## src/rtl/ps2_scancode_rx_if.sv

```systemverilog
// -----------------------------------------------------------------------------
// ps2_scancode_rx_if
// Groups the PS/2 line inputs and the scancode delivery outputs of
// ps2_scancode_rx into one bundle.
//   master : used by the receiver (takes the PS/2 lines, drives the results)
//   slave  : used by the keyboard side / consumer (drives the PS/2 lines,
//            observes the results)
// Signals:
//   ps2_clk, ps2_data         PS/2 lines from the keyboard (asynchronous)
//   scancode[7:0]             last delivered make code, held between deliveries
//   valid                     1-cycle pulse, scancode/extended updated
//   extended                  delivered code was preceded by E0
//   parity_err                1-cycle pulse, frame dropped on odd-parity failure
//   frame_err                 1-cycle pulse, bad stop bit or timeout abort
// -----------------------------------------------------------------------------
interface ps2_scancode_rx_if;
    logic       ps2_clk;
    logic       ps2_data;
    logic [7:0] scancode;
    logic       valid;
    logic       extended;
    logic       parity_err;
    logic       frame_err;

    modport master (
        input  ps2_clk,
        input  ps2_data,
        output scancode,
        output valid,
        output extended,
        output parity_err,
        output frame_err
    );

    modport slave (
        output ps2_clk,
        output ps2_data,
        input  scancode,
        input  valid,
        input  extended,
        input  parity_err,
        input  frame_err
    );
endinterface

```

## src/rtl/ps2_scancode_rx.sv

```systemverilog
// -----------------------------------------------------------------------------
// ps2_scancode_rx
// Receives 11-bit PS/2 keyboard frames (start, 8 data LSB-first, odd parity,
// stop) and delivers make codes to the downstream keyboard decoder.
// Break sequences (F0 xx) are stripped, E0-prefixed codes are flagged as
// extended. Bad frames are dropped and reported with a one-cycle error pulse.
// Ports:
//   clk    system clock
//   reset  synchronous, active-high
//   bus    ps2_scancode_rx_if.master: ps2_clk/ps2_data in;
//          scancode/valid/extended/parity_err/frame_err out
// Parameters:
//   FILTER_LEN      consecutive equal samples before the filtered clock moves
//   TIMEOUT_CYCLES  idle cycles inside a frame before it is aborted
//   SUPPRESS_BREAK  1: drop the byte after F0; 0: deliver it
// -----------------------------------------------------------------------------
module ps2_scancode_rx #(
    parameter int FILTER_LEN     = 8,
    parameter int TIMEOUT_CYCLES = 50000,
    parameter bit SUPPRESS_BREAK = 1'b1
) (
    input  logic              clk,
    input  logic              reset,
    ps2_scancode_rx_if.master bus
);

    localparam int            TW    = $clog2(TIMEOUT_CYCLES + 1);
    localparam logic [TW-1:0] TLAST = TW'(TIMEOUT_CYCLES - 1);
    localparam logic [7:0]    BRK   = 8'hF0;
    localparam logic [7:0]    EXT   = 8'hE0;

    typedef enum logic [1:0] {
        S_IDLE,
        S_DATA,
        S_PARITY,
        S_STOP
    } state_t;

    // Two-flop synchronisers for both asynchronous PS/2 lines.
    logic [1:0] clk_sync_q;
    logic [1:0] data_sync_q;

    // Sample histories. The clock history feeds the glitch filter; the data
    // history has the same depth so the data bit read on a filtered falling
    // edge is the one that was on the line when ps2_clk actually fell.
    logic [FILTER_LEN-1:0] clk_hist_q;
    logic [FILTER_LEN-1:0] data_hist_q;

    logic filt_q, filt_d;
    logic fe;
    logic data_s;

    state_t        state_q, state_d;
    logic [2:0]    bitcnt_q, bitcnt_d;
    logic [7:0]    shreg_q, shreg_d;
    logic          parity_q, parity_d;
    logic [TW-1:0] tcnt_q, tcnt_d;
    logic          break_pend_q, break_pend_d;
    logic          ext_pend_q, ext_pend_d;
    logic [7:0]    scancode_q, scancode_d;
    logic          extended_q, extended_d;
    logic          valid_q, valid_d;
    logic          perr_q, perr_d;
    logic          ferr_q, ferr_d;

    always_ff @(posedge clk) begin
        if (reset) begin
            clk_sync_q  <= 2'b11;
            data_sync_q <= 2'b11;
            clk_hist_q  <= '1;
            data_hist_q <= '1;
            filt_q      <= 1'b1;
        end else begin
            clk_sync_q  <= {clk_sync_q[0], bus.ps2_clk};
            data_sync_q <= {data_sync_q[0], bus.ps2_data};
            clk_hist_q  <= {clk_hist_q[FILTER_LEN-2:0], clk_sync_q[1]};
            data_hist_q <= {data_hist_q[FILTER_LEN-2:0], data_sync_q[1]};
            filt_q      <= filt_d;
        end
    end

    // Filtered clock only moves when the whole history agrees.
    always_comb begin
        filt_d = filt_q;
        if (&clk_hist_q) begin
            filt_d = 1'b1;
        end else if (~|clk_hist_q) begin
            filt_d = 1'b0;
        end
    end

    // Falling edge is flagged in the cycle the filtered clock is about to drop,
    // so the FSM acts on the same edge that updates filt_q.
    assign fe     = filt_q & ~filt_d;
    assign data_s = data_hist_q[FILTER_LEN-1];

    always_ff @(posedge clk) begin
        if (reset) begin
            state_q      <= S_IDLE;
            bitcnt_q     <= '0;
            shreg_q      <= '0;
            parity_q     <= 1'b0;
            tcnt_q       <= '0;
            break_pend_q <= 1'b0;
            ext_pend_q   <= 1'b0;
            scancode_q   <= '0;
            extended_q   <= 1'b0;
            valid_q      <= 1'b0;
            perr_q       <= 1'b0;
            ferr_q       <= 1'b0;
        end else begin
            state_q      <= state_d;
            bitcnt_q     <= bitcnt_d;
            shreg_q      <= shreg_d;
            parity_q     <= parity_d;
            tcnt_q       <= tcnt_d;
            break_pend_q <= break_pend_d;
            ext_pend_q   <= ext_pend_d;
            scancode_q   <= scancode_d;
            extended_q   <= extended_d;
            valid_q      <= valid_d;
            perr_q       <= perr_d;
            ferr_q       <= ferr_d;
        end
    end

    always_comb begin
        state_d      = state_q;
        bitcnt_d     = bitcnt_q;
        shreg_d      = shreg_q;
        parity_d     = parity_q;
        tcnt_d       = (state_q == S_IDLE) ? '0 : tcnt_q + TW'(1);
        break_pend_d = break_pend_q;
        ext_pend_d   = ext_pend_q;
        scancode_d   = scancode_q;
        extended_d   = extended_q;
        valid_d      = 1'b0;
        perr_d       = 1'b0;
        ferr_d       = 1'b0;

        // Timeout wins over a falling edge landing in the same cycle.
        if (state_q != S_IDLE && tcnt_q == TLAST) begin
            state_d = S_IDLE;
            tcnt_d  = '0;
            ferr_d  = 1'b1;
        end else if (fe) begin
            tcnt_d = '0;
            case (state_q)
                S_IDLE: begin
                    if (!data_s) begin
                        state_d  = S_DATA;
                        bitcnt_d = '0;
                    end
                end
                S_DATA: begin
                    shreg_d  = {data_s, shreg_q[7:1]};
                    bitcnt_d = bitcnt_q + 3'd1;
                    if (bitcnt_q == 3'd7) begin
                        state_d = S_PARITY;
                    end
                end
                S_PARITY: begin
                    parity_d = data_s;
                    state_d  = S_STOP;
                end
                S_STOP: begin
                    state_d = S_IDLE;
                    // Stop bit is judged first so a frame raises one error only.
                    if (!data_s) begin
                        ferr_d = 1'b1;
                    end else if (!(^{shreg_q, parity_q})) begin
                        perr_d = 1'b1;
                    end else if (shreg_q == BRK) begin
                        break_pend_d = 1'b1;
                    end else if (shreg_q == EXT) begin
                        ext_pend_d = 1'b1;
                    end else if (break_pend_q) begin
                        break_pend_d = 1'b0;
                        ext_pend_d   = 1'b0;
                        if (!SUPPRESS_BREAK) begin
                            scancode_d = shreg_q;
                            extended_d = ext_pend_q;
                            valid_d    = 1'b1;
                        end
                    end else begin
                        scancode_d = shreg_q;
                        extended_d = ext_pend_q;
                        valid_d    = 1'b1;
                        ext_pend_d = 1'b0;
                    end
                end
                default: state_d = S_IDLE;
            endcase
        end
    end

    assign bus.scancode   = scancode_q;
    assign bus.extended   = extended_q;
    assign bus.valid      = valid_q;
    assign bus.parity_err = perr_q;
    assign bus.frame_err  = ferr_q;

endmodule

```

## src/flat_wrapper.sv

```systemverilog
// flat-port wrapper written by rule: the top's interface ports become plain ports
module ps2_scancode_rx_flat 
#(
    parameter int FILTER_LEN     = 8,
    parameter int TIMEOUT_CYCLES = 50000,
    parameter bit SUPPRESS_BREAK = 1'b1
)
  (clk, reset, bus_ps2_clk, bus_ps2_data, bus_scancode, bus_valid, bus_extended, bus_parity_err, bus_frame_err);
  ps2_scancode_rx_if bus_i ();
  input  logic clk;
  input  logic reset;
  input wire logic [$bits(bus_i.ps2_clk)-1:0] bus_ps2_clk;
  input wire logic [$bits(bus_i.ps2_data)-1:0] bus_ps2_data;
  output wire logic [$bits(bus_i.scancode)-1:0] bus_scancode;
  output wire logic [$bits(bus_i.valid)-1:0] bus_valid;
  output wire logic [$bits(bus_i.extended)-1:0] bus_extended;
  output wire logic [$bits(bus_i.parity_err)-1:0] bus_parity_err;
  output wire logic [$bits(bus_i.frame_err)-1:0] bus_frame_err;
  assign bus_i.ps2_clk = bus_ps2_clk;
  assign bus_i.ps2_data = bus_ps2_data;
  assign bus_scancode = bus_i.scancode;
  assign bus_valid = bus_i.valid;
  assign bus_extended = bus_i.extended;
  assign bus_parity_err = bus_i.parity_err;
  assign bus_frame_err = bus_i.frame_err;
  ps2_scancode_rx #(.FILTER_LEN(FILTER_LEN), .TIMEOUT_CYCLES(TIMEOUT_CYCLES), .SUPPRESS_BREAK(SUPPRESS_BREAK)) u_core (.clk(clk), .reset(reset), .bus(bus_i));
endmodule
```

## config.mk

```make
export PLATFORM = sky130hd
export DESIGN_NAME = ps2_scancode_rx_flat
export DESIGN_NICKNAME = d
export VERILOG_FILES = /design/src/rtl/ps2_scancode_rx_if.sv /design/src/rtl/ps2_scancode_rx.sv /design/src/flat_wrapper.sv
export SDC_FILE = /design/constraint.sdc
export NUM_CORES = 1
export LEC_CHECK = 0
export CAP_MARGIN = 20
export CORE_UTILIZATION = 30
export CTS_CLUSTER_SIZE = 12
export DETAILED_ROUTE_END_ITERATION = 7
export PLACE_DENSITY = 0.47
export SETUP_SLACK_MARGIN = 0.02
export SYNTH_ARGS = -nofsm -noshare
export SYNTH_HDL_FRONTEND = slang
export SYNTH_SLANG_ARGS = --single-unit
```

## constraint.sdc

```tcl
create_clock -name clk -period 4.69 [get_ports clk]
set_clock_uncertainty 0.05 [all_clocks]
set_input_delay 0.938 -clock clk [delete_from_list [all_inputs] [get_ports clk]]
set_output_delay 0.938 -clock clk [all_outputs]
set_load 0.1 [all_outputs]
```

**Word-level counts from Yosys, hierarchy flattened**

Cells that the tools add are included.

- Add/subtract/negate cells: 2
- Multiply operators: 0
- Divide/modulo/power cells: 0
- Magnitude comparators: 0
- Eq/ne operators: 10
- Shift operators: 0
- Muxes and demuxes: 16
- Bitwise gates (word level): 10
- Reduce and logical (&&, ||, !) cells: 18

Operator list:

| operator | count |
|---|---|
| $add 16x1->16 const B | 1 |
| $eq 16x16->1 const B | 1 |
| $eq 8x8->1 const B | 2 |
| $reduce_and 8->1 | 2 |
| $reduce_or 8->1 | 2 |
| $reduce_and 6->1 | 2 |
| $mux 1 | 11 |
| $not 1->1 | 9 |
| $reduce_and 3->1 | 3 |
| $reduce_xor 9->1 | 1 |
| $pmux 2 s4 | 1 |
| $pmux 3 s2 | 1 |
| $reduce_or 5->1 | 1 |
| $eq 2x2->1 const B | 2 |
| $mux 2 | 2 |
| $ne 2x1->1 const B | 2 |
| $reduce_and 4->1 | 1 |
| $reduce_bool 2->1 | 2 |
| $reduce_or 4->1 | 1 |
| $add 3x1->3 const B | 1 |
| $eq 3x3->1 const B | 1 |
| $mux 3 | 1 |
| $eq 2x1->1 const B | 1 |
| $logic_not 2->1 | 1 |
| 4 further kinds | 4 |

- Bits in registers: 65
- Latch bits: 0
- Bits in writable memories: 0
- ROM bits: 0
- Input port bits: 4
- Output and inout port bits: 12
- Memories: 0

**Longest topological paths before layout**

Gate-level depths: netlist (run 1).

- Depth after elaboration: 7
- Gate-level depth with buffers: 9
- Depth with buffers taken out: 7

**Least setup slack after synthesis (run 1)**

OpenSTA, ideal clock, no wires.

- Kind: input -> register
- Start point: input port reset
- End point: register u_core.tcnt_q[10]
- Setup time: 64 ps
- Arrival time: 1,994 ps
- Data required time: 4,576 ps
- Path slack: 2,582 ps
- Stages: 7
- Cell sequence: clkbuf_1 inv_1 o21ai_1 or3_1 clkbuf_2 buf_2 nor2_1

- Word-level cells in the longest chain between the ends: 1

Ends and longest elaborated chain:

| element | line | source |
|---|---|---|
| start: declaration | flat_wrapper.sv:11 | `input logic reset;` |
| $reduce_or 4->1 (no source line) | n/a |  |
| end signal: assignment | ps2_scancode_rx.sv:116 | `tcnt_q <= tcnt_d;` |
| end: declaration | ps2_scancode_rx.sv:57 | `logic [TW-1:0] tcnt_q, tcnt_d;` |

Every way passes these cells.
A chain may end at the register's enable or synchronous reset.

**Worst setup path after layout (run 1)**

- Start point: register u_core.scancode_q[3] (netlist: u_core.bus.scancode[3])
- End point: output port bus_scancode[3]

RTL lines:

| element | line | source |
|---|---|---|
| start: declaration | ps2_scancode_rx.sv:60 | `logic [7:0] scancode_q, scancode_d;` |
| start signal: assignment | ps2_scancode_rx.sv:119 | `scancode_q <= scancode_d;` |
| end: declaration | flat_wrapper.sv:14 | `output wire logic [$bits(bus_i.scancode)-1:0] bus_scancode;` |

No word-level cell between the ends.

==> results.sh, run 1 <==
export IMPL_drc_errors=0
export IMPL_relSlewSlack_pct=27.3
export IMPL_seq_area_frac_synth_pct=49.7
export IMPL_fill_cells=868
export IMPL_track_usage_pct=12.0
export IMPL_hp_start="u_core.data_hist_q[5]"
export IMPL_synth_top_family_by_area="simple AND/OR/NAND/NOR gates"
export IMPL_antenna_cells=0
export IMPL_netlist_area_um2=2620
export IMPL_syn_inst=269
export IMPL_synth_adder_area_share_pct=3.35
export IMPL_min_path_cells=1
export IMPL_holdCritPathClass="flop to flop"
export IMPL_yosysTopAreaCell="dfxtp_1"
export IMPL_setup_worst_path_end_class="output port"
export IMPL_multi_input_area_um2=1230
export IMPL_synth_edff_count=0
export IMPL_crit_buf_inv=1
export IMPL_synth_area_mux_share_pct=3.82
export IMPL_start_util_pct=31.4
export IMPL_r2r_end="u_core.break_pend_q"
export IMPL_leakagePower_nw=1.16
export IMPL_wirelength_mm=4.91
export IMPL_firstDrtPassIters=4
export IMPL_cts_root_buf="clkbuf_8"
export IMPL_drt_met1_wl_mm=2.59
export IMPL_ant_nets=0
export IMPL_area_growth_pct=17.7
export IMPL_yosysMostFrequentCell="dfxtp_1"
export IMPL_synth_xor_xnor_area_share_pct=8.22
export IMPL_holdWs_ns=0.360
export IMPL_start_kind="flop"
export IMPL_antenna_found_initial=0
export IMPL_grt_pass1_vias=1752
export IMPL_cts_resized=0
export IMPL_reg2reg_depth=7
export IMPL_yosys_area_share_simple_pct=22.8
export IMPL_outcome="complete, no violations"
export IMPL_clkSlewWorstSetupHoldPaths_ns=0.08
export IMPL_worstSkewPairLatency_ns=0.33
export IMPL_synth_area_leaders="dfxtp_1 50%, nor2_1 5.0%, or2_2 5.0%, mux2i_1 3.8%, ha_1 3.3%"
export IMPL_cts_sinks=65
export IMPL_synthFlopType="dfxtp_1"
export IMPL_synthArstFlopShare_pct=0
export IMPL_cts_tree="built"
export IMPL_synth_seq_cells=65
export IMPL_cp_arrival_ns=1.81
export IMPL_setup_viol=0
export IMPL_topRoutingLayerUsed="met4"
export IMPL_max_stage_delay_ns=1.14
export IMPL_dpl_cell_area_um2=2850
export IMPL_nNetsFinal=293
export IMPL_synth_nets=280
export IMPL_grt_max_degree=45
export IMPL_die_area_um2=9100
export IMPL_synth_top_cell_area_share_pct=49.7
export IMPL_grt_pass1_wl_mm=8.37
export IMPL_route_met2_wl_mm=2.15
export IMPL_power_density_nw_per_um2=357
export IMPL_overflow=0
export IMPL_drt_iter0_drc=62
export IMPL_final_seq_area_um2=1300
export IMPL_wl_per_cell_um=12.5
export IMPL_met3_length_um=134
export IMPL_finalMaxSlewViolations=0
export IMPL_cts_setup_buffers=0
export IMPL_max_cap_violations=0
export IMPL_fin_crit_sh_pct=59.7
export IMPL_tns_ns=0
export IMPL_holdBufCountCts=0
export IMPL_timing_rr_start="u_core.state_q[0]"
export IMPL_num_rows=33
export IMPL_cts_max_level=3
export IMPL_vias=1854
export IMPL_synth_compound_area_share_pct=8.99
export IMPL_hold_viol=0
export IMPL_r2r_slack_ns=2.02
export IMPL_cts_inserted_buffers=9
export IMPL_crit_chain="clkdlybuf4s50_1"
export IMPL_yosys_warnings=0
export IMPL_hold_end="u_core.data_hist_q[6]"
export IMPL_finalWorstPathRequiredPeriod_ns=2.80
export IMPL_fp_coreArea_um2=8340
export IMPL_design_area_um2=3080
export IMPL_critical_path_required_ns=3.70
export IMPL_rsz0062_at_grt="no"
export IMPL_worst_slew_pin_slew_ns=1.09
export IMPL_cpMaxStageDelayCell="clkdlybuf4s50_1"
export IMPL_fmax_ghz=0.357
export IMPL_crit_type="flop to output port"
export IMPL_fp_dieH_um=95.4
export IMPL_setup_worst_path_start="u_core.bus.scancode[3]"
export IMPL_vias_per_cell=4.73
export IMPL_ir_drop_mv=0.184
export IMPL_hpwl_mm=3.24
export IMPL_syn_area_per_cell_um2=9.73
export IMPL_die_w_um=95.4
export IMPL_critPathTopFamily="buffers and inverters"
export IMPL_port_buffers=15
export IMPL_gp_congestion=0.723
export IMPL_num_io_pins=16
export IMPL_ys_types=41
export IMPL_synth_commonest_cells="65 x dfxtp_1, 35 x nor2_1, 21 x or2_2, 14 x nand4_1"
export IMPL_max_clock_path_buffers=2
export IMPL_drive_above_1_share_pct=15.0
export IMPL_crit_fanout=2
[metal layers]
layer,GRT usage (%),vias to the layer above
met4,3.36,0
met5,0,-
met3,5.02,5
met2,17.5,19
li1,-,969
met1,16.2,861
[cell families (layout without fill, tap and decap cells)]
kind of cell,Yosys count,count (layout)
and+or+nand+nor,111,111
DFF,65,65
AOI/OAI and AO/OA,34,34
xor gates and xnor gates,22,22
buffers and inverters,20,38
muxes,10,10
adders and majority gates,7,7
[through the flow]
stage	instances	utilization (%)	total power, mW	setup slack (ns)
after floorplan	269	-	0.576	2.58
after global placement	376	34.2	0.580	1.82
after detailed placement	376	34.2	0.580	1.77
after CTS	392	36.9	1.12	1.87
after global routing	392	36.9	1.14	1.82
final	392	36.9	1.10	1.89
[power breakdown]
part | total, mW | internal (mW) | switching (mW)
Clock | 0.533 | 0.316 | 0.217
Sequential | 0.555 | 0.554 | 0.000761
Combinational | 0.0123 | 0.00518 | 0.00713
Total | 1.10 | 0.875 | 0.225
[state kept, by name, summed over array words and instances, names as in the netlist]
name	cells
u_core.shreg_q	8
u_core.bus.valid	1
u_core.bus.extended	1
u_core.data_sync_q	2
u_core.tcnt_q	16
u_core.break_pend_q	1
u_core.clk_sync_q	2
u_core.state_q	2
u_core.bus.frame_err	1
u_core.data_hist_q	8
u_core.bitcnt_q	3
u_core.ext_pend_q	1
u_core.clk_hist_q	8
u_core.bus.scancode	8
u_core.bus.parity_err	1
u_core.filt_q	1
u_core.parity_q	1
[layout by cell type, fill, tap and decap left out, types with 9 or more instances in the layout]
cell type / synthesis / routed
nor2_1: 35 / 35
or2_2: 21 / 21
mux2i_1: 10 / 10
xnor2_1: 10 / 10
clkdlybuf4s50_1: 0 / 15
clkbuf_8: 0 / 10
xor2_1: 10 / 10
dfxtp_1: 65 / 65
a21oi_1: 10 / 10
o31ai_1: 9 / 9
nand4_1: 14 / 14
[layout make-up]
type	instances	share of cell area, %
Clock buffer	10	4.47
Clock inverter	6	2.97
Inverter	5	0.609
Multi-Input combinational cell	184	40.1
Sequential cell	65	42.2
Tap cell	105	4.26
Timing Repair Buffer	17	5.36
[how the worst max path moves through the flow]
| stage | end | cells past startpoint | slack (ns) |
|---|---|---|---|
| after floorplan | u_core.tcnt_q[10] | 7 | 2.58 |
| after global placement | u_core.tcnt_q[11] | 6 | 1.82 |
| after detailed placement | u_core.tcnt_q[5] | 6 | 1.77 |
| after CTS | bus_scancode[3] | 1 | 1.87 |
| after global routing | bus_scancode[4] | 1 | 1.82 |
| final | bus_scancode[3] | 1 | 1.89 |
No activity file was read; power rests on OpenSTA's default activity.
==> run 2, diff against run 1 <==
--- a/config.mk
+++ b/config.mk
@@ -9,7 +9,7 @@
 export CORE_UTILIZATION = 30
 export CTS_CLUSTER_SIZE = 12
 export DETAILED_ROUTE_END_ITERATION = 7
-export PLACE_DENSITY = 0.47
+export PLACE_DENSITY = 0.49
 export SETUP_SLACK_MARGIN = 0.02
 export SYNTH_ARGS = -nofsm -noshare
 export SYNTH_HDL_FRONTEND = slang
==> constraint.sdc (replaced) <==
create_clock -name clk -period 2.5 [get_ports clk]
set_clock_uncertainty 0.05 [all_clocks]
set_input_delay 0.5 -clock clk [delete_from_list [all_inputs] [get_ports clk]]
set_output_delay 0.5 -clock clk [all_outputs]
set_load 0.1 [all_outputs]
==> results.sh, run 2 (synthesis results as in run 1) <==
export IMPL_fp_dieH_um=95.4
export IMPL_dpl_cell_count=380
export IMPL_r2r_slack_ns=0.25
export IMPL_drc_errors=0
export IMPL_port_buffers=15
export IMPL_crit_fanout=13
export IMPL_design_area_um2=3100
export IMPL_ir_drop_mv=0.220
export IMPL_outcome="complete, no violations"
export IMPL_holdBufCountCts=0
export IMPL_firstDrtPassIters=4
export IMPL_stdcell_count=396
export IMPL_setup_worst_path_end_class="flop"
export IMPL_area_growth_pct=18.6
export IMPL_finalMaxSlewViolations=0
export IMPL_setup_slack_ns=0.254
export IMPL_hpwl_mm=3.40
export IMPL_cts_setup_buffers=0
export IMPL_antenna_cells=0
export IMPL_vias_per_cell=4.73
export IMPL_p_total_mw=2.19
export IMPL_layout_commonest_cell="dfxtp_1"
export IMPL_fmax_ghz=0.445
export IMPL_max_cap_violations=0
export IMPL_gp_congestion=0.732
export IMPL_crit_type="flop to flop"
export IMPL_grt_pass1_vias=1855
export IMPL_finalWorstPathRequiredPeriod_ns=2.25
export IMPL_cts_tree="built"
export IMPL_ant_nets=0
export IMPL_hold_viol=0
export IMPL_fp_coreArea_um2=8340
export IMPL_layout_common_cells="65 x dfxtp_1, 35 x nor2_1, 21 x or2_2, 18 x buf_4, 14 x nand4_1"
export IMPL_critical_path_required_ns=2.73
export IMPL_max_flop_register="u_core.tcnt_q"
export IMPL_cts_sinks=65
export IMPL_rsz0062_at_grt="no"
export IMPL_cts_root_buf="clkbuf_8"
export IMPL_cp_arrival_ns=2.47
export IMPL_vias=1874
export IMPL_tns_ns=0
export IMPL_max_clock_path_buffers=2
export IMPL_grt_max_degree=44
export IMPL_relSlewSlack_pct=53.1
export IMPL_reg2reg_depth=5
export IMPL_cts_max_level=3
export IMPL_r2r_end="u_core.bus.valid"
export IMPL_largest_reg_flops=16
export IMPL_place_worst_setup_slack_ns=0.231
export IMPL_setup_viol=0
export IMPL_setup_worst_path_start="u_core.shreg_q[2]"
export IMPL_holdWs_ns=0.360
export IMPL_cts_inserted_buffers=9
export IMPL_die_w_um=95.4
export IMPL_clkSlewWorstSetupHoldPaths_ns=0.07
export IMPL_track_usage_pct=13.0
export IMPL_timing_rr_start="u_core.shreg_q[2]"
export IMPL_nNetsFinal=297
export IMPL_dpl_cell_area_um2=2850
export IMPL_drt_iter0_drc=60
export IMPL_worst_slew_pin_slew_ns=0.700
export IMPL_grt_pass1_wl_mm=8.85
export IMPL_utilization_pct=37.2
export IMPL_cts_resized=0
export IMPL_antenna_found_initial=0
export IMPL_worstSkewPairLatency_ns=0.35
export IMPL_leakagePower_nw=1.21
export IMPL_power_density_nw_per_um2=704
export IMPL_num_io_pins=16
export IMPL_drive_above_1_share_pct=20.3
export IMPL_endpoint="u_core.bus.valid"
export IMPL_holdCritPathClass="flop to flop"
export IMPL_start_kind="flop"
export IMPL_overflow=0
export IMPL_wl_per_cell_um=12.9
export IMPL_start_util_pct=31.4
export IMPL_fin_crit_sh_pct=89.8
export IMPL_wirelength_mm=5.10
export IMPL_num_rows=33
export IMPL_die_area_um2=9100
[run 2: layout make-up]
cell class | instances | area (um2)
inverter | 5 | 18.8
timing repair buffer | 21 | 165
tap | 105 | 131
clock buffer | 10 | 138
clock inverter | 6 | 115
sequential | 65 | 1300
multi-input combinational | 184 | 1230
fill | 864 | 5240
[run 2: worst min-delay path by stage]
stage | depth (start not counted) | start | to | slack, ns
after floorplan | 1 | u_core.clk_sync_q[1] | u_core.clk_hist_q[0] | 0.34
after global placement | 1 | u_core.data_hist_q[6] | u_core.data_hist_q[7] | 0.34
after detailed placement | 1 | u_core.clk_sync_q[0] | u_core.clk_sync_q[1] | 0.34
after CTS | 1 | u_core.clk_sync_q[0] | u_core.clk_sync_q[1] | 0.36
after global routing | 1 | u_core.clk_sync_q[1] | u_core.clk_hist_q[0] | 0.37
final | 1 | u_core.clk_sync_q[0] | u_core.clk_sync_q[1] | 0.36
[run 2: where the power goes]
| group | total, mW | internal, mW | switching [mW] |
|---|---|---|---|
| clock | 1.12 | 0.693 | 0.428 |
| combinational | 0.0244 | 0.0107 | 0.0137 |
| sequential | 1.04 | 1.04 | 0.00139 |
| total | 2.19 | 1.74 | 0.443 |
[run 2: worst max-delay path, cell delays in order (launching register included)]
cell and delay [ns]:
dfxtp_1 0.42, xor2_1 0.19, xnor3_2 0.49, xnor2_2 0.31, or4_1 0.56, nor3_2 0.16
[run 2: routing by layer]
metal	wire length, um	global-route usage, %	up-vias
met2	2230	18.9	14
met4	129	7.71	0
met1	2630	17.2	871
li1	-	-	979
met3	116	3.35	10
met5	0	0	-
==> run 3, diff against run 2 <==
--- a/config.mk
+++ b/config.mk
@@ -5,11 +5,13 @@
 export SDC_FILE = /design/constraint.sdc
 export NUM_CORES = 1
 export LEC_CHECK = 0
+export ABC_CLOCK_PERIOD_IN_PS = 2170
 export CAP_MARGIN = 20
 export CORE_UTILIZATION = 30
 export CTS_CLUSTER_SIZE = 12
 export DETAILED_ROUTE_END_ITERATION = 7
-export PLACE_DENSITY = 0.49
+export HOLD_SLACK_MARGIN = 0.1
+export PLACE_DENSITY = 0.47
 export SETUP_SLACK_MARGIN = 0.02
 export SYNTH_ARGS = -nofsm -noshare
 export SYNTH_HDL_FRONTEND = slang
==> constraint.sdc (replaced) <==
create_clock -name clk -period 2.17 [get_ports clk]
set_clock_uncertainty 0.05 [all_clocks]
set_input_delay 0.434 -clock clk [delete_from_list [all_inputs] [get_ports clk]]
set_output_delay 0.434 -clock clk [all_outputs]
set_load 0.1 [all_outputs]
==> results.sh, run 3 (synthesis results as in run 1) <==
export IMPL_finalMaxSlewViolations=0
export IMPL_grt_util_met3_pct=4.55
export IMPL_cp_arrival_ns=2.16
export IMPL_stdcell_count=405
export IMPL_die_w_um=95.4
export IMPL_p_total_mw=2.34
export IMPL_internal_power_mw=1.85
export IMPL_tns_ns=0
export IMPL_start_kind="flop"
export IMPL_gp_congestion=0.754
export IMPL_ir_drop_mv=0.457
export IMPL_setup_worst_path_end_class="flop"
export IMPL_max_flop_register="u_core.tcnt_q"
export IMPL_nNetsFinal=307
export IMPL_hold_viol=0
export IMPL_use_met2_pct=18.8
export IMPL_layout_common_cells="65 x dfxtp_1, 35 x nor2_1, 27 x buf_4, 21 x or2_2, 14 x nand4_1"
export IMPL_cts_sinks=65
export IMPL_fp_coreArea_um2=8340
export IMPL_min_path_cells=1
export IMPL_grt_busiest_layer="met2"
export IMPL_num_io_pins=16
export IMPL_fp_dieH_um=95.4
export IMPL_outcome="complete, no violations"
export IMPL_power_density_nw_per_um2=736
export IMPL_cts_inserted_buffers=9
export IMPL_critical_path_required_ns=2.34
export IMPL_utilization_pct=38.0
export IMPL_pwr_share_comb_pct=1.2
export IMPL_holdWs_ns=0.357
export IMPL_fmax_ghz=0.502
export IMPL_drive_above_1_share_pct=24.0
export IMPL_max_clock_path_buffers=2
export IMPL_cts_root_buf="clkbuf_8"
export IMPL_grt_max_degree=44
export IMPL_dpl_cell_count=388
export IMPL_crit_type="flop to flop"
export IMPL_overflow=0
export IMPL_start_util_pct=31.4
export IMPL_die_area_um2=9100
export IMPL_switching_share_pct=20.7
export IMPL_multi_input_area_um2=1260
export IMPL_port_buffers=15
export IMPL_grt_pass1_wl_mm=8.65
export IMPL_largest_reg_flops=16
export IMPL_setup_viol=0
export IMPL_rsz0062_at_grt="yes"
export IMPL_antenna_found_initial=0
export IMPL_holdBufCountCts=0
export IMPL_finalWorstPathRequiredPeriod_ns=1.99
export IMPL_clkPwrFrac_pct=47.4
export IMPL_wirelength_mm=5.33
export IMPL_leakagePower_nw=1.24
export IMPL_worstSkewPairLatency_ns=0.34
export IMPL_reg2reg_depth=8
export IMPL_relSlewSlack_pct=62.2
export IMPL_drt_iter0_drc=81
export IMPL_grt_pass1_vias=1778
export IMPL_drc_errors=0
export IMPL_fill_cells=853
export IMPL_layout_commonest_cell="dfxtp_1"
export IMPL_met1_usage_pct=16.7
export IMPL_holdCritPathClass="flop to flop"
export IMPL_fin_crit_sh_pct=91.8
export IMPL_seq_power_share_pct=51.4
export IMPL_antenna_cells=0
export IMPL_cts_max_level=3
export IMPL_worst_slew_pin_slew_ns=0.565
export IMPL_vias=1931
export IMPL_final_seq_area_um2=1300
export IMPL_vias_per_cell=4.77
export IMPL_area_growth_pct=21.2
export IMPL_firstDrtPassIters=4
export IMPL_max_cap_violations=0
export IMPL_p_sw_uw=484
export IMPL_hpwl_mm=3.52
export IMPL_crit_fanout=9
export IMPL_num_rows=33
export IMPL_track_usage_pct=12.8
export IMPL_ant_nets=0
export IMPL_wl_per_cell_um=13.2
export IMPL_cts_tree="built"
export IMPL_clkSlewWorstSetupHoldPaths_ns=0.07
-- run 3: metrics by stage --
stage | setup WS [ns] | area, um2
detailed placement | 0.0634 | 2920
CTS | 0.0268 | 3130
global route | -0.00923 | 3170
finish | 0.177 | 3170
global placement | 0.147 | 2920
floorplan | 0.178 | 2620
-- run 3: path summary, 6_finish.rpt --
kind	start	end	slack (ns)
hold / removal	u_core.data_hist_q[3]	u_core.data_hist_q[4]	0.36
setup reg to reg	u_core.state_q[1]	u_core.shreg_q[5]	0.18
hold reg to reg	u_core.data_hist_q[3]	u_core.data_hist_q[4]	0.36
setup / recovery	u_core.state_q[1]	u_core.shreg_q[5]	0.18
-- run 3: what timing repair did --
action                     in CTS  in global routing
hold endpoints to repair        0                  0
resized for setup               0                  5
buffers inserted                0                  2
setup endpoints to repair       0                 22
-- run 3: layer usage --
metal / wire (um) / vias to the layer above
met5: 0 / -
met2: 2320 / 26
met1: 2760 / 907
met4: 56 / 0
li1: - / 992
met3: 187 / 6
-- run 3: critical path: stages, from the launching register on --
cell,delay [ns]
dfxtp_1,0.39
inv_1,0.08
ha_1,0.21
nor3b_2,0.22
nand3_2,0.16
o211ai_1,0.25
buf_4,0.23
mux2i_1,0.22
nor2_1,0.06
-- run 3: cell type report --
type                       instances  area share, %
timing repair buffer              31           7.97
sequential                        65           41.0
inverter                           5          0.592
multi-input combinational        184           39.7
clock buffer                      10           4.02
clock inverter                     5           2.56
tap                              105           4.14
-- run 3: power groups by stage --
stage	registers (mW)	logic (mW)	clock network, mW
finish	1.20	0.0286	1.11
global route	1.20	0.0322	1.20
CTS	1.20	0.0290	1.14
detailed placement	1.23	0.0289	0
global placement	1.23	0.0294	0
floorplan	1.23	0.0173	0
